==> src/rtl/sr_trace_buffer_if.sv <==
// Bundles the control, capture and readout signals of the trace buffer.
interface sr_trace_buffer_if #(
  parameter int unsigned DEPTH = 16
);
  localparam int unsigned AW = $clog2(DEPTH);

  logic          clr;
  logic          valid;
  logic [31:0]   pc;
  logic [31:0]   instr;
  logic          mode;
  logic          trig_en;
  logic [31:0]   trig_pc;
  logic [AW-1:0] rd_idx;
  logic [31:0]   rd_pc;
  logic [31:0]   rd_instr;
  logic [AW:0]   count;
  logic          frozen;
  logic          triggered;
  logic          timeout;
  logic [31:0]   cycle;

  modport master (
    output clr, valid, pc, instr, mode, trig_en, trig_pc, rd_idx,
    input  rd_pc, rd_instr, count, frozen, triggered, timeout, cycle
  );

  modport slave (
    input  clr, valid, pc, instr, mode, trig_en, trig_pc, rd_idx,
    output rd_pc, rd_instr, count, frozen, triggered, timeout, cycle
  );
endinterface

==> src/rtl/sr_trace_buffer.sv <==
// Instruction trace buffer: circular capture of retired {pc, instr} pairs with
// PC trigger + post-trigger window, stop-when-full mode and cycle watchdog.
module sr_trace_buffer #(
  parameter int unsigned DEPTH     = 16,
  parameter int unsigned TIMEOUT   = 120,
  parameter int unsigned POST_TRIG = 4
) (
  input logic              clk,
  input logic              rst_n,
  sr_trace_buffer_if.slave bus
);
  localparam int unsigned AW   = $clog2(DEPTH);
  localparam logic [AW:0] FULL = {1'b1, {AW{1'b0}}};
  localparam logic [AW-1:0] PT = AW'(POST_TRIG);

  typedef enum logic [1:0] {S_CAPTURE, S_POST, S_FROZEN} state_t;

  state_t        state_q, state_d;
  logic [AW-1:0] wr_ptr_q, wr_ptr_d;
  logic [AW-1:0] post_cnt_q, post_cnt_d;
  logic [AW:0]   count_q, count_d;
  logic [31:0]   cycle_q, cycle_d;
  logic          triggered_q, triggered_d;
  logic          timeout_q, timeout_d;
  logic [31:0]   rd_pc_q, rd_instr_q;
  logic [63:0]   mem [DEPTH];

  logic          we;
  logic          trig_hit;
  logic          freeze;
  logic [AW:0]   count_inc;
  logic [31:0]   cycle_inc;
  logic [AW-1:0] rd_addr;
  logic          rd_hit;

  assign we        = bus.valid && !bus.clr && (state_q != S_FROZEN);
  assign trig_hit  = bus.valid && bus.trig_en && (bus.pc == bus.trig_pc);
  assign count_inc = (count_q == FULL) ? count_q : count_q + 1'b1;
  assign cycle_inc = (&cycle_q) ? cycle_q : cycle_q + 32'd1;

  // Once the buffer has wrapped the oldest entry sits at the write pointer.
  assign rd_addr = ((count_q == FULL) ? wr_ptr_q : '0) + bus.rd_idx;
  assign rd_hit  = ({1'b0, bus.rd_idx} < count_q);

  // Next-state: clear dominates; all freeze causes may coincide and each sets its flag.
  always_comb begin
    state_d     = state_q;
    wr_ptr_d    = wr_ptr_q;
    post_cnt_d  = post_cnt_q;
    count_d     = count_q;
    cycle_d     = cycle_q;
    triggered_d = triggered_q;
    timeout_d   = timeout_q;
    freeze      = 1'b0;
    if (bus.clr) begin
      state_d     = S_CAPTURE;
      wr_ptr_d    = '0;
      post_cnt_d  = '0;
      count_d     = '0;
      cycle_d     = '0;
      triggered_d = 1'b0;
      timeout_d   = 1'b0;
    end else if (state_q != S_FROZEN) begin
      cycle_d = cycle_inc;
      if (bus.valid) begin
        wr_ptr_d = wr_ptr_q + 1'b1;
        count_d  = count_inc;
      end
      if (state_q == S_CAPTURE && trig_hit) begin
        triggered_d = 1'b1;
        if (POST_TRIG == 0) begin
          freeze = 1'b1;
        end else begin
          post_cnt_d = PT;
          state_d    = S_POST;
        end
      end
      if (state_q == S_POST && bus.valid) begin
        post_cnt_d = post_cnt_q - 1'b1;
        if (post_cnt_q == AW'(1)) freeze = 1'b1;
      end
      if (bus.mode && bus.valid && count_inc == FULL) freeze = 1'b1;
      if (TIMEOUT != 0 && cycle_inc == 32'(TIMEOUT)) begin
        timeout_d = 1'b1;
        freeze    = 1'b1;
      end
      if (freeze) state_d = S_FROZEN;
    end
  end

  // Control state and status registers.
  always_ff @(posedge clk or negedge rst_n) begin
    if (!rst_n) begin
      state_q     <= S_CAPTURE;
      wr_ptr_q    <= '0;
      post_cnt_q  <= '0;
      count_q     <= '0;
      cycle_q     <= '0;
      triggered_q <= 1'b0;
      timeout_q   <= 1'b0;
    end else begin
      state_q     <= state_d;
      wr_ptr_q    <= wr_ptr_d;
      post_cnt_q  <= post_cnt_d;
      count_q     <= count_d;
      cycle_q     <= cycle_d;
      triggered_q <= triggered_d;
      timeout_q   <= timeout_d;
    end
  end

  // Trace RAM write; contents survive reset and clear.
  always_ff @(posedge clk) begin
    if (we) mem[wr_ptr_q] <= {bus.pc, bus.instr};
  end

  // Registered readout; reads the pre-write contents on an address collision.
  always_ff @(posedge clk or negedge rst_n) begin
    if (!rst_n) begin
      rd_pc_q    <= '0;
      rd_instr_q <= '0;
    end else if (rd_hit) begin
      {rd_pc_q, rd_instr_q} <= mem[rd_addr];
    end else begin
      rd_pc_q    <= '0;
      rd_instr_q <= '0;
    end
  end

  assign bus.rd_pc     = rd_pc_q;
  assign bus.rd_instr  = rd_instr_q;
  assign bus.count     = count_q;
  assign bus.frozen    = (state_q == S_FROZEN);
  assign bus.triggered = triggered_q;
  assign bus.timeout   = timeout_q;
  assign bus.cycle     = cycle_q;
endmodule
==> src/flat_wrapper.sv <==
// flat-port wrapper written by rule: the top's interface ports become plain ports
module sr_trace_buffer_flat 
#(
  parameter int unsigned DEPTH     = 16,
  parameter int unsigned TIMEOUT   = 120,
  parameter int unsigned POST_TRIG = 4
)
  (clk, rst_n, bus_clr, bus_valid, bus_pc, bus_instr, bus_mode, bus_trig_en, bus_trig_pc, bus_rd_idx, bus_rd_pc, bus_rd_instr, bus_count, bus_frozen, bus_triggered, bus_timeout, bus_cycle);
  sr_trace_buffer_if #(.DEPTH(DEPTH)) bus_i ();
  input logic clk;
  input logic rst_n;
  input wire logic [$bits(bus_i.clr)-1:0] bus_clr;
  input wire logic [$bits(bus_i.valid)-1:0] bus_valid;
  input wire logic [$bits(bus_i.pc)-1:0] bus_pc;
  input wire logic [$bits(bus_i.instr)-1:0] bus_instr;
  input wire logic [$bits(bus_i.mode)-1:0] bus_mode;
  input wire logic [$bits(bus_i.trig_en)-1:0] bus_trig_en;
  input wire logic [$bits(bus_i.trig_pc)-1:0] bus_trig_pc;
  input wire logic [$bits(bus_i.rd_idx)-1:0] bus_rd_idx;
  output wire logic [$bits(bus_i.rd_pc)-1:0] bus_rd_pc;
  output wire logic [$bits(bus_i.rd_instr)-1:0] bus_rd_instr;
  output wire logic [$bits(bus_i.count)-1:0] bus_count;
  output wire logic [$bits(bus_i.frozen)-1:0] bus_frozen;
  output wire logic [$bits(bus_i.triggered)-1:0] bus_triggered;
  output wire logic [$bits(bus_i.timeout)-1:0] bus_timeout;
  output wire logic [$bits(bus_i.cycle)-1:0] bus_cycle;
  assign bus_i.clr = bus_clr;
  assign bus_i.valid = bus_valid;
  assign bus_i.pc = bus_pc;
  assign bus_i.instr = bus_instr;
  assign bus_i.mode = bus_mode;
  assign bus_i.trig_en = bus_trig_en;
  assign bus_i.trig_pc = bus_trig_pc;
  assign bus_i.rd_idx = bus_rd_idx;
  assign bus_rd_pc = bus_i.rd_pc;
  assign bus_rd_instr = bus_i.rd_instr;
  assign bus_count = bus_i.count;
  assign bus_frozen = bus_i.frozen;
  assign bus_triggered = bus_i.triggered;
  assign bus_timeout = bus_i.timeout;
  assign bus_cycle = bus_i.cycle;
  sr_trace_buffer #(.DEPTH(DEPTH), .TIMEOUT(TIMEOUT), .POST_TRIG(POST_TRIG)) u_core (.clk(clk), .rst_n(rst_n), .bus(bus_i));
endmodule
==> config.mk <==
export PLATFORM = sky130hd
export DESIGN_NAME = sr_trace_buffer_flat
export DESIGN_NICKNAME = d
export VERILOG_FILES = /design/src/rtl/sr_trace_buffer_if.sv /design/src/rtl/sr_trace_buffer.sv /design/src/flat_wrapper.sv
export SDC_FILE = /design/constraint.sdc
export NUM_CORES = 1
export LEC_CHECK = 0
export ABC_AREA = 0
export CORE_ASPECT_RATIO = 2
export CORE_MARGIN = 2
export CORE_UTILIZATION = 40
export CTS_CLUSTER_SIZE = 25
export DETAILED_ROUTE_END_ITERATION = 12
export REMOVE_ABC_BUFFERS = 1
export SETUP_SLACK_MARGIN = 0.2
export SYNTH_ARGS = -nofsm -noshare
export SYNTH_HDL_FRONTEND = slang
export SYNTH_SLANG_ARGS = --single-unit
==> constraint.sdc <==
create_clock -name clk -period 14.3 [get_ports clk]
set_input_delay 2.145 -clock clk [delete_from_list [all_inputs] [get_ports clk]]
set_output_delay 2.145 -clock clk [all_outputs]
set_load 0.01 [all_outputs]
== Word level (Yosys, flattened, before mapping) ==
Memories as Yosys holds them, arrays and structs flattened.
Index checks and enable logic that the tools add are counted.

* $add $sub $neg: 5
* Magnitude comparators: 1
* Equal/unequal tests: 8
* Mux-type cells: 35
* Reductions and logical operators: 22

{| class="wikitable"
|+ Operator list
! operator !! count
|-
| 32-bit two-way mux || 5
|-
| 32-bit by 1-bit adder with 32-bit output (second input constant) || 1
|-
| 32-bit == test || 1
|-
| 32-bit by 7-bit == test with 1-bit output (second input constant) || 1
|-
| 4-bit two-way mux || 8
|-
| 32-bit AND reduction || 1
|-
| 5-bit two-way mux || 4
|-
| 1-bit two-way mux || 14
|-
| 5-bit == test (second input constant) || 2
|-
| 2-bit AND reduction || 5
|-
| 1-bit logical AND || 8
|-
| 2-bit two-way mux || 4
|-
| 2-bit nonzero test || 4
|-
| 3-bit nonzero test || 2
|-
| 5-bit by 1-bit adder with 5-bit output (second input constant) || 1
|-
| 4-bit by 5-bit less-than comparator with 1-bit output || 1
|-
| 4-bit by 1-bit adder with 4-bit output (second input constant) || 1
|-
| 4-bit adder || 1
|-
| 4-bit by 1-bit == test with 1-bit output (second input constant) || 1
|-
| 4-bit by 1-bit subtractor with 4-bit output (second input constant) || 1
|-
| 2-bit by 1-bit == test with 1-bit output (second input constant) || 1
|-
| 2-bit == test (second input constant) || 1
|-
| 2-bit logical NOT || 1
|-
| 2-bit != test (second input constant) || 1
|-
| 1-bit logical NOT || 1
|}

* Register bits after elaboration: 113
* RAM bits: 1024
* Output and inout bits: 104
* Memories kept: 1

{| class="wikitable"
|+ Memories
! name !! words !! bits a word !! rd ports !! clocked after Yosys merged registers in !! wr ports !! RTL line !! source
|-
| u_core.mem || 16 || 64 || 1 || 0 || 1 || sr_trace_buffer.sv:26 || <nowiki>logic [63:0] mem [DEPTH];</nowiki>
|}

== Depth between registers and ports, before layout ==
Gate-level depths: netlist (run 1).

* Depth after elaboration: 11
* Mapped depth: 15

== Worst setup path before layout (run 1) ==
OpenSTA, ideal clock, no wires.

* Path kind: input-to-reg
* From: input port bus_clr
* To: memory u_core.mem[0][0] (enable)
* Setup time: 0.565 ns
* Arrival: 6.959 ns
* Data required time: 13.735 ns
* Setup slack: 6.776 ns
* Stages on the path: 4
* Buffers on the path: 1
* Path through: clkbuf_1 nor2_1 nand2_1 nor3_1

* Cells in the longest elaborated chain, start to end: 5

{| class="wikitable"
|+ RTL lines
! element !! RTL line !! source
|-
| from (decl) || flat_wrapper.sv:12 || <nowiki>input wire logic [$bits(bus_i.clr)-1:0] bus_clr;</nowiki>
|-
| 1-bit logical NOT || sr_trace_buffer.sv:36 || <nowiki>assign we = bus.valid && !bus.clr && (state_q != S_FROZEN);</nowiki>
|-
| 1-bit logical AND (2 in a row) || sr_trace_buffer.sv:36 ||
|-
| 1-bit two-way mux || sr_trace_buffer.sv:114 || <nowiki>if (we) mem[wr_ptr_q] <= {bus.pc, bus.instr};</nowiki>
|-
| 1-bit two-way mux (not written as such) || sr_trace_buffer.sv:114 ||
|-
| to (decl) || sr_trace_buffer.sv:26 ||
|}

No other way between the ends.

== Worst setup path in the final report (run 1) ==
* From: input port bus_rd_idx[0]
* To: register u_core.rd_pc_q[10], in the netlist u_core.bus.rd_pc[10]

* Cells in the longest elaborated chain, start to end: 3
* Elaborated cells on any way between the ends: 4
* Those cells by class: add/sub (1); order compare (1); mux (1); memory (1)

{| class="wikitable"
|+ RTL lines
! element !! RTL line !! source
|-
| from (decl) || flat_wrapper.sv:19 || <nowiki>input wire logic [$bits(bus_i.rd_idx)-1:0] bus_rd_idx;</nowiki>
|-
| 4-bit adder || sr_trace_buffer.sv:42 || <nowiki>assign rd_addr = ((count_q == FULL) ? wr_ptr_q : '0) + bus.rd_idx;</nowiki>
|-
| memory 16 x 64 bit || n/a ||
|-
| 32-bit two-way mux * || sr_trace_buffer.sv:122 || <nowiki>end else if (rd_hit) begin</nowiki>
|-
| to (signal assigned) || sr_trace_buffer.sv:123 || <nowiki>{rd_pc_q, rd_instr_q} <= mem[rd_addr];</nowiki>
|-
| to (decl) || sr_trace_buffer.sv:25 || <nowiki>logic [31:0] rd_pc_q, rd_instr_q;</nowiki>
|}

Every way passes the cells marked *; elsewhere a longest branch is shown, timed or not.
A chain may end at the register's enable or synchronous reset.

==> results of run 1 <==
logic make-up (layout without fill, tap and decap cells):
group                      after synthesis  after routing  synth area share [%]
adders and majority gates               16             16                 0.465
DFF                                   1137           1137                  75.2
xor gates and xnor gates                81             81                  1.59
muxes                                  326            326                  14.5
buffers and inverters                  149            451                  1.42
and+or+nand+nor                        303            303                  3.69
AOI/OAI and AO/OA                      186            186                  3.14
other                                    0              1                     0
registers in the layout, indices dropped and copies added (netlist names):
signal / count
u_core.mem: 1024
u_core.bus.cycle: 32
u_core.bus.rd_instr: 32
u_core.bus.rd_pc: 32
u_core.bus.count: 5
u_core.post_cnt_q: 4
u_core.wr_ptr_q: 4
u_core.state_q: 2
u_core.bus.timeout: 1
u_core.bus.triggered: 1
per-stage QoR:
| stage | setup slack, ps | instance area, µm² | std cells | util (%) |
|---|---|---|---|---|
| finish | 8610 | 51900 | 3988 | 46.8 |
| global route | 8420 | 51900 | 3988 | 46.8 |
| CTS | 8660 | 51900 | 3987 | 46.8 |
| detailed placement | 7920 | 48600 | 3810 | 43.8 |
| global placement | 7990 | 48600 | 3810 | 43.8 |
| floorplan | 767 | 44100 | 2067 | - |
cells in the final DEF, fill, tap and decap left out, types with 17 or more instances in the layout:
cell type | synthesis | routed
sky130_fd_sc_hd__clkbuf_16 | 0 | 95
sky130_fd_sc_hd__a211oi_1 | 130 | 130
sky130_fd_sc_hd__xnor2_1 | 27 | 26
sky130_fd_sc_hd__inv_1 | 17 | 17
sky130_fd_sc_hd__nor2b_1 | 66 | 66
sky130_fd_sc_hd__buf_4 | 10 | 44
sky130_fd_sc_hd__nand4_1 | 22 | 22
sky130_fd_sc_hd__dfrtp_1 | 113 | 113
sky130_fd_sc_hd__edfxtp_1 | 1024 | 1024
sky130_fd_sc_hd__mux2i_1 | 69 | 69
sky130_fd_sc_hd__clkinv_2 | 0 | 19
sky130_fd_sc_hd__nand3_1 | 20 | 20
sky130_fd_sc_hd__clkdlybuf4s50_1 | 0 | 208
sky130_fd_sc_hd__xor2_1 | 54 | 53
sky130_fd_sc_hd__nand2_1 | 41 | 41
sky130_fd_sc_hd__mux4_2 | 256 | 256
sky130_fd_sc_hd__nor2_1 | 71 | 58
cell type report:
type	instances	area share, %
clock buffer	112	4.86
multi-input combinational	912	20.4
timing repair buffer	256	4.79
tap	1487	3.59
antenna	1	0.00482
clock inverter	65	1.46
inverter	18	0.130
sequential	1137	64.7
per-layer routing:
layer,up-vias,share of wire (%),wire [µm]
li1,9427,-,-
met3,153,5.0,5490
met5,-,0.047,51
met4,8,2.6,2860
met1,11900,40,43300
met2,671,53,57600
final timing paths:
path                                            startpoint                               end  slack, ps  cells after the start
max                                          bus_rd_idx[0]    u_core.bus.rd_pc[10]$_DFF_PN0_       8610                      9
max reg2reg                u_core.bus.count[0]$_DFFE_PN0P_    u_core.bus.rd_pc[10]$_DFF_PN0_       9370                     12
min reg2reg                 u_core.bus.timeout$_DFFE_PN0P_    u_core.bus.timeout$_DFFE_PN0P_        500                      2
min in group asynchronous                            rst_n    u_core.bus.rd_pc[27]$_DFF_PN0_       1540                      1
max in group asynchronous                            rst_n  u_core.bus.cycle[24]$_DFFE_PN0P_      11290                      2
min                         u_core.bus.timeout$_DFFE_PN0P_    u_core.bus.timeout$_DFFE_PN0P_        500                      2
power breakdown:
part	internal, mW	switching, mW
clock	1.53	1.21
sequential	3.66	0.0177
combinational	0.157	0.204
total	5.34	1.43
worst max-delay path: stages:
cell,delay (ps)
sky130_fd_sc_hd__clkdlybuf4s50_1,560
sky130_fd_sc_hd__ha_4,170
sky130_fd_sc_hd__inv_1,60
sky130_fd_sc_hd__fa_4,1460
sky130_fd_sc_hd__buf_12,650
sky130_fd_sc_hd__mux4_2,400
sky130_fd_sc_hd__nor2b_1,140
sky130_fd_sc_hd__a211oi_1,300
sky130_fd_sc_hd__a211oi_1,90
==> run summary, run 1 <==
Achievable clock frequency = 176 MHz
Overall via count from detail_route = 22200
Count of fill cells added during filler insertion = 9337
Number of DRC violations after detailed-routing iteration 0 = 1568
Worst setup EP type = flip-flop
Share of Yosys cell area claimed by the top area cell type = 68.9%
Critical path class = in -> reg
Portion of the post-synthesis area used by sequential elements = 75.2%
Clock net sink count = 1137
Via count of the first global-routing pass = 23300
Starting density of the core = 40.3%
Deepest level of the CTS H-tree = 3
Area of all sequential standard cells = 0.0336 mm²
Number of input and output port buffers inserted = 209
Time the final worst path needs with I/O delays and setup = 5690 ps
Global-route wire length before repair = 158000 µm
Clock transition at the registers of the reported paths = 70 ps
Largest vdd supply drop = 0.0000844 V
Remaining number of nets flagged by the antenna check after routing = 0
Setup TNS after final layout = 0 ps
Static leakage power = 16.7 nW
First-pass iteration count of the detailed router = 5
Overall routing resource usage = 19.2%
Wire per inst = 27.4 µm
Layout cells sized above 1 = 20.2%
Synth area leader = sky130_fd_sc_hd__edfxtp_1
Area used by multi-input combinational logic = 0.0106 mm²
Final period utilization = 39.8%
Total half-perimeter wirelength after legalization and detailed placement = 60100 µm
Worst slew margin = 30.2%
Buffers inserted by post-CTS timing repair = 0
Fraction of met2 tracks used by global routing = 34.2%
Leading register cell type out of synthesis = sky130_fd_sc_hd__edfxtp_1
Met3 Usage GRT = 2.99%
Cells after Synth = 2198
Slew at the pin closest to its max-slew limit = 1050 ps
Die Area = 0.114 mm²
GRT met1 Usage = 23.9%
# resized after CTS = 0
Syn Area/Cell = 20.3 µm²
Total of warnings raised by yosys = 0
# setup viols final = 0
Most instantiated cells after synthesis = 1024 x sky130_fd_sc_hd__edfxtp_1, 256 x sky130_fd_sc_hd__mux4_2, 130 x sky130_fd_sc_hd__a211oi_1, 113 x sky130_fd_sc_hd__dfrtp_1, 82 x sky130_fd_sc_hd__clkbuf_1
Post-synthesis cell type count = 67
Std-Cell Rows = 173
Number of enable flip-flop cells after synthesis = 1024
Total of flip-flops plus latches after synthesis = 1137
Leading cell type by number of instances after synthesis = sky130_fd_sc_hd__edfxtp_1
Top-Level Pins = 210
Ratio of routed vias to standard cells = 5.55
Total power consumption of the routed design = 6.77 mW
CTS Buf Count = 95
Unrepaired setup endpoints after global routing = no
Root Buffer Master = sky130_fd_sc_hd__clkbuf_16
Power per cell area = 131 mW/mm²
Worst-Skew Late Latency = 710 ps
Data required time of the worst path = 14820 ps
Startpoint class of the critical path = input port
Most area-consuming cells after synthesis = sky130_fd_sc_hd__edfxtp_1 69%, sky130_fd_sc_hd__mux4_2 13%, sky130_fd_sc_hd__dfrtp_1 6.3%
CTS max path bufs = 3
Layout net count = 2542
Cell area after synthesis = 0.0446 mm²
Status = complete, no violations
Area growth from synthesis to layout = 16.2%
Final routed DRC violation total = 0
Final hold violation count = 0
Largest net degree at the start of global routing = 144
Wirelength, routed = 109000 µm
Die Wd = 240 µm
Core Area = 0.111 mm²
CTS tree = done
Number of pins with negative max-slew slack in the final report = 0
Synth async-reset ratio = 9.94%
Last weighted congestion value of the routability-driven placer = 0.894
Max Fanout on Critical Path = 143
Die height = 476 µm
Remaining Overflow, GRT = 0
Class of the tightest hold or removal check = reg -> reg
Busiest metal layer after global routing = met2
Number of max-capacitance violations reported = 0
Arrival time of the worst setup path = 6210 ps
CTS hold repair buffers = 0
Minimum hold slack = 503 ps
Setup clock skew after layout = 29.2 ps
Number of antenna violations at the first check in global routing = 9
Note: power is estimated with default switching activity, not from simulation.
==> run 2: changes to the inputs <==
Clock period 14.3 ns to 5.2 ns, I/O delays scaled along.
==> run summary, run 2 (synthesized netlist as in run 1, its figures left out) <==
Final Core Density = 47.0% (was 46.8%)
Deepest level of the CTS H-tree = 3 (unchanged)
Power per cell area = 356 mW/mm² (was 131 mW/mm²)
Area growth from synthesis to layout = 16.8% (was 16.2%)
Final routed DRC violation total = 0 (unchanged)
# setup viols final = 0 (unchanged)
CTS tree = done (unchanged)
Clk pwr share = 40.0% (was 40.4%)
First-pass iteration count of the detailed router = 5 (unchanged)
Count of fill cells added during filler insertion = 9264 (was 9337)
Wirelength, routed = 111000 µm (was 109000 µm)
Die Area = 0.114 mm² (unchanged)
Via count of the first global-routing pass = 23900 (was 23300)
Overall via count from detail_route = 22400 (was 22200)
Setup clock skew after layout = 29.0 ps (was 29.2 ps)
Register bank with the most flops = u_core.mem (unchanged)
Post-route met1 wirelength = 44600 µm (was 43300 µm)
Starting density of the core = 40.3% (unchanged)
Depth of the most critical reg-to-reg path = 13 (was 12)
Remaining Overflow, GRT = 0 (unchanged)
Sequential group share of total power = 54.5% (was 54.3%)
Worst path max stage delay = 1100 ps (was 1460 ps)
Last weighted congestion value of the routability-driven placer = 0.901 (was 0.894)
# resized after CTS = 0 (unchanged)
Time the final worst path needs with I/O delays and setup = 4290 ps
Achievable clock frequency = 233 MHz
Setup TNS after final layout = 0 ps (unchanged)
DR WL met2 = 57400 µm (was 57600 µm)
Status = complete, no violations (unchanged)
Class of the tightest hold or removal check = in -> async (was reg -> reg)
Total half-perimeter wirelength after legalization and detailed placement = 61300 µm (was 60100 µm)
Slew at the pin closest to its max-slew limit = 1090 ps (was 1050 ps)
Data required time of the worst path = 5710 ps (was 14820 ps)
Largest vdd supply drop = 0.000256 V (was 0.0000844 V)
Buffers inserted by post-CTS timing repair = 0 (unchanged)
CTS Buf Count = 96 (was 95)
Root Buffer Master = sky130_fd_sc_hd__clkbuf_16 (unchanged)
Global-route wire length before repair = 161000 µm (was 158000 µm)
Final period utilization = 82.4%
Layout cells sized above 1 = 20.1% (was 20.2%)
Number of DRC violations after detailed-routing iteration 0 = 1730 (was 1568)
Final hold violation count = 0 (unchanged)
Sw Share = 21.0% (was 21.1%)
Std-Cell Rows = 173 (unchanged)
Met3 wirelength from detailed routing = 5810 µm (was 5490 µm)
Static leakage power = 16.8 nW (was 16.7 nW)
CTS max path bufs = 3 (unchanged)
Max Fanout on Critical Path = 20 (was 143)
Worst-Skew Late Latency = 700 ps (was 710 ps)
Number of antenna violations at the first check in global routing = 7 (was 9)
Leading cell type in the layout, fill and taps excluded = sky130_fd_sc_hd__edfxtp_1 (unchanged)
Leading cell types in the layout, fill and taps excluded = 1024 x sky130_fd_sc_hd__edfxtp_1, 256 x sky130_fd_sc_hd__mux4_2, 208 x sky130_fd_sc_hd__clkdlybuf4s50_1, 130 x sky130_fd_sc_hd__a211oi_1, 113 x sky130_fd_sc_hd__dfrtp_1 (unchanged)
Clock transition at the registers of the reported paths = 70 ps (about the same)
Unrepaired setup endpoints after global routing = no (unchanged)
Die Wd = 240 µm (unchanged)
Number of pins with negative max-slew slack in the final report = 0 (unchanged)
Number of input and output port buffers inserted = 209 (unchanged)
Internal power = 14.7 mW (was 5.34 mW)
Delay-heaviest family, CP = adder cells (unchanged)
Ratio of routed vias to standard cells = 5.60 (was 5.55)
Net switching power = 3.89 mW (was 1.43 mW)
Layout net count = 2563 (was 2542)
Overall routing resource usage = 19.5% (was 19.2%)
Critical path class = reg -> reg (was in -> reg)
Arrival time of the worst setup path = 4800 ps (was 6210 ps)
CTS hold repair buffers = 0 (unchanged)
Clock net sink count = 1137 (unchanged)
DR top layer = met5 (unchanged)
Number of flip-flops under the largest register name = 1024 (unchanged)
Die height = 476 µm (unchanged)
Wire per inst = 27.6 µm (was 27.4 µm)
Number of max-capacitance violations reported = 0 (unchanged)
Power share of the combinational group = 5.5% (was 5.3%)
List of cells traversed by the critical path = inv_1 > ha_1 > nor4bb_1 > and2_1 > ha_4 > inv_1 > fa_4 > buf_4 > buf_4 > mux4_2 > nor2b_1 > a211oi_1 > a211oi_1 (was clkdlybuf4s50_1 > ha_4 > inv_1 > fa_4 > buf_12 > mux4_2 > nor2b_1 > a211oi_1 > a211oi_1)
Critical Path Slowest Stage Cell = sky130_fd_sc_hd__fa_4 (unchanged)
Worst slew margin = 27.3% (was 30.2%)
Worst path buffer plus inverter count = 4 (was 3)
Startpoint class of the critical path = flip-flop (was input port)
Worst setup EP type = flip-flop (unchanged)
Core Area = 0.111 mm² (unchanged)
Top-Level Pins = 210 (unchanged)
Remaining number of nets flagged by the antenna check after routing = 0 (unchanged)
Largest net degree at the start of global routing = 75 (was 144)
WP depth = 13 (was 9)
-- run 2: through the flow --
stage	power [mW]	worst slack, ps	hold slack (ps)	std cells	area [µm²]
final	18.5	915	165	4011	52100
after global routing	19.1	741	199	4011	52100
after CTS	18.7	962	180	4010	52100
after detailed placement	11.3	615	539	3830	48900
after global placement	11.3	739	503	3830	48900
after floorplan	11.0	-7630	484	2067	44100
-- run 2: final timing paths --
path,from,to,slack (ps)
min in group clk,u_core.bus.triggered$_DFFE_PN0P_,u_core.bus.triggered$_DFFE_PN0P_,550
hold / removal,rst_n,u_core.bus.cycle[21]$_DFFE_PN0P_,170
setup reg to reg,u_core.bus.count[0]$_DFFE_PN0P_,u_core.bus.rd_instr[24]$_DFF_PN0_,910
max in group asynchronous,rst_n,u_core.post_cnt_q[2]$_DFFE_PN0P_,3880
hold reg to reg,u_core.bus.triggered$_DFFE_PN0P_,u_core.bus.triggered$_DFFE_PN0P_,550
setup / recovery,u_core.bus.count[0]$_DFFE_PN0P_,u_core.bus.rd_instr[24]$_DFF_PN0_,910
-- run 2: cell type report --
class / count / area [µm²] / share of cell area [%]
Sequential cell: 1137 / 33600 / 64.4
Multi-Input combinational cell: 912 / 10600 / 20.3
Timing Repair Buffer: 276 / 2810 / 5.39
Clock buffer: 138 / 2670 / 5.13
Tap cell: 1487 / 1860 / 3.57
Clock inverter: 42 / 546 / 1.05
Inverter: 18 / 67.6 / 0.130
Antenna cell: 1 / 2.50 / 0.00480
-- run 2: layer usage --
| layer | up-vias | GRT usage (%) |
|---|---|---|
| met4 | 12 | 5.60 |
| met1 | 12100 | 24.9 |
| met3 | 163 | 3.12 |
| li1 | 9467 | - |
| met2 | 714 | 34.0 |
| met5 | - | 0 |
-- run 2: power by group through the flow --
stage,Sequential [mW],Combinational (mW),Clock [mW]
finish,10.1,1.01,7.42
floorplan,10.3,0.676,0
detailed placement,10.3,1.04,0
CTS,10.1,1.04,7.59
global route,10.1,1.09,7.92
global placement,10.3,1.01,0
==> run 3: changes to the inputs <==
Clock period 5.2 ns to 4.5 ns, I/O delays scaled along.
==> run summary, run 3 (synthesized netlist as in run 1, its figures left out) <==
Status = complete, no violations (unchanged)
Unrepaired setup endpoints after global routing = no (unchanged)
Final period utilization = 90.7% (was 82.4%)
Via count of the first global-routing pass = 23600 (was 23900)
Overall routing resource usage = 19.5% (about the same)
Achievable clock frequency = 245 MHz (was 233 MHz)
Final Worst Setup Slack = 417 ps (was 915 ps)
Final routed DRC violation total = 0 (unchanged)
Area of all sequential standard cells = 0.0336 mm² (unchanged)
Worst path max stage delay = 1050 ps (was 1100 ps)
CTS hold repair buffers = 1 (was 0)
Slew at the pin closest to its max-slew limit = 1180 ps (was 1090 ps)
Static leakage power = 17.0 nW (was 16.8 nW)
Die height = 476 µm (unchanged)
Number of input and output port buffers inserted = 209 (unchanged)
Largest vdd supply drop = 0.000285 V (was 0.000256 V)
CTS max path bufs = 3 (unchanged)
Register bank with the most flops = u_core.mem (unchanged)
Remaining number of nets flagged by the antenna check after routing = 0 (unchanged)
Critical Path Slowest Stage Cell = sky130_fd_sc_hd__fa_4 (unchanged)
Std-Cell Rows = 173 (unchanged)
Final hold violation count = 0 (unchanged)
Class of the tightest hold or removal check = in -> async (unchanged)
Top-Level Pins = 210 (unchanged)
Number of DRC violations after detailed-routing iteration 0 = 1806 (was 1730)
Final Core Density = 47.5% (was 47.0%)
Total half-perimeter wirelength after legalization and detailed placement = 64000 µm (was 61300 µm)
Total power consumption of the routed design = 21.5 mW (was 18.5 mW)
Wire per inst = 27.4 µm (was 27.6 µm)
Data required time of the worst path = 5040 ps (was 5710 ps)
Number of antenna violations at the first check in global routing = 8 (was 7)
Remaining Overflow, GRT = 0 (unchanged)
Number of pins with negative max-slew slack in the final report = 0 (unchanged)
Wirelength, routed = 111000 µm (about the same)
Die Wd = 240 µm (unchanged)
Power per cell area = 409 mW/mm² (was 356 mW/mm²)
Area used by multi-input combinational logic = 0.0106 mm² (unchanged)
Critical path class = reg -> reg (unchanged)
Count of fill cells added during filler insertion = 9220 (was 9264)
Buffers inserted by post-CTS timing repair = 0 (unchanged)
First-pass iteration count of the detailed router = 7 (was 5)
Core Area = 0.111 mm² (unchanged)
Last weighted congestion value of the routability-driven placer = 0.923 (was 0.901)
Max Fanout on Critical Path = 28 (was 20)
Root Buffer Master = sky130_fd_sc_hd__clkbuf_16 (unchanged)
Overall via count from detail_route = 22300 (was 22400)
Clock transition at the registers of the reported paths = 70 ps (about the same)
List of cells traversed by the critical path = inv_1 > ha_1 > nor4bb_1 > and2_1 > ha_4 > inv_1 > fa_4 > buf_4 > mux4_2 > nor2b_1 > a211oi_1 > a211oi_1 (was inv_1 > ha_1 > nor4bb_1 > and2_1 > ha_4 > inv_1 > fa_4 > buf_4 > buf_4 > mux4_2 > nor2b_1 > a211oi_1 > a211oi_1)
Area growth from synthesis to layout = 17.9% (was 16.8%)
Layout net count = 2589 (was 2563)
Time the final worst path needs with I/O delays and setup = 4080 ps (was 4290 ps)
Ratio of routed vias to standard cells = 5.52 (was 5.60)
Setup clock skew after layout = 22.9 ps (was 29.0 ps)
Number of flip-flops under the largest register name = 1024 (unchanged)
Leading cell types in the layout, fill and taps excluded = 1024 x sky130_fd_sc_hd__edfxtp_1, 256 x sky130_fd_sc_hd__mux4_2, 208 x sky130_fd_sc_hd__clkdlybuf4s50_1, 130 x sky130_fd_sc_hd__a211oi_1, 113 x sky130_fd_sc_hd__dfrtp_1 (unchanged)
Deepest level of the CTS H-tree = 3 (unchanged)
CTS Buf Count = 96 (unchanged)
CTS tree = done (unchanged)
Arrival time of the worst setup path = 4620 ps (was 4800 ps)
Number of max-capacitance violations reported = 0 (unchanged)
Clock net sink count = 1137 (unchanged)
Minimum hold slack = 406 ps (was 165 ps)
Largest net degree at the start of global routing = 103 (was 75)
Layout cells sized above 1 = 20.9% (was 20.1%)
# setup viols final = 0 (unchanged)
# resized after CTS = 0 (unchanged)
Leading cell type in the layout, fill and taps excluded = sky130_fd_sc_hd__edfxtp_1 (unchanged)
Startpoint class of the critical path = flip-flop (unchanged)
Depth of the most critical reg-to-reg path = 12 (was 13)
Worst setup slack after placement = -120 ps (was 615 ps)
Worst slew margin = 20.8% (was 27.3%)
Die Area = 0.114 mm² (unchanged)
Starting density of the core = 40.3% (unchanged)
Setup TNS after final layout = 0 ps (unchanged)
Worst setup EP type = flip-flop (unchanged)
Worst-Skew Late Latency = 700 ps (about the same)
Global-route wire length before repair = 161000 µm (about the same)
[run 3: cell count changes in the layout (fill, tap and decap cells not counted), sizes merged]
| cell | previous run | this run |
|---|---|---|
| clkinv | 21 | 33 |
| diode | 1 | 4 |
| clkbuf | 138 | 129 |
| inv | 20 | 22 |
| dlygate4sd3 | 0 | 1 |
| buf | 68 | 93 |
| clkinvlp | 8 | 4 |
[run 3: final timing paths]
path,startpoint,to,slack [ps]
setup / recovery,u_core.bus.count[0]$_DFFE_PN0P_,u_core.bus.rd_pc[13]$_DFF_PN0_,420
hold / removal,rst_n,u_core.bus.rd_pc[6]$_DFF_PN0_,410
setup reg to reg,u_core.bus.count[0]$_DFFE_PN0P_,u_core.bus.rd_pc[13]$_DFF_PN0_,420
hold reg to reg,u_core.bus.timeout$_DFFE_PN0P_,u_core.bus.timeout$_DFFE_PN0P_,520
max in group asynchronous,rst_n,u_core.bus.rd_pc[19]$_DFF_PN0_,3040
min in group clk,u_core.bus.timeout$_DFFE_PN0P_,u_core.bus.timeout$_DFFE_PN0P_,520
[run 3: metal layers]
layer  global-route usage, %  up-vias  share of wire [%]
met5                       0        -              0.038
met4                    6.01        6                2.5
met3                    2.90      155                4.6
met2                    34.8      638                 53
met1                    24.3    12000                 40
li1                        -     9525                  -
[run 3: cell type report]
cell class	instances	area share [%]
Sequential cell	1137	63.8
Multi-Input combinational cell	912	20.1
Timing Repair Buffer	302	6.14
Clock buffer	129	5.07
Tap cell	1487	3.54
Clock inverter	52	1.15
Inverter	18	0.128
Antenna cell	4	0.0190
[run 3: metrics by stage]
stage | std cells | cell area (µm²)
global route | 4039 | 52600
floorplan | 2067 | 44100
detailed placement | 3855 | 49300
finish | 4041 | 52600
global placement | 3855 | 49300
CTS | 4037 | 52600
[run 3: critical path: cells and delay by family, from the launching register on]
family	cells	cell delay (ps)
adders and majority gates	3	1380
and+or+nand+nor	3	710
buffers and inverters	3	670
DFF	1	420
muxes	1	360
AOI/OAI and AO/OA	2	340
[run 3: power breakdown]
part / internal, mW / total, mW / switching, mW
logic: 0.540 / 1.20 / 0.658
registers: 11.6 / 11.7 / 0.0578
clock network: 4.84 / 8.66 / 3.82
total: 17.0 / 21.5 / 4.54
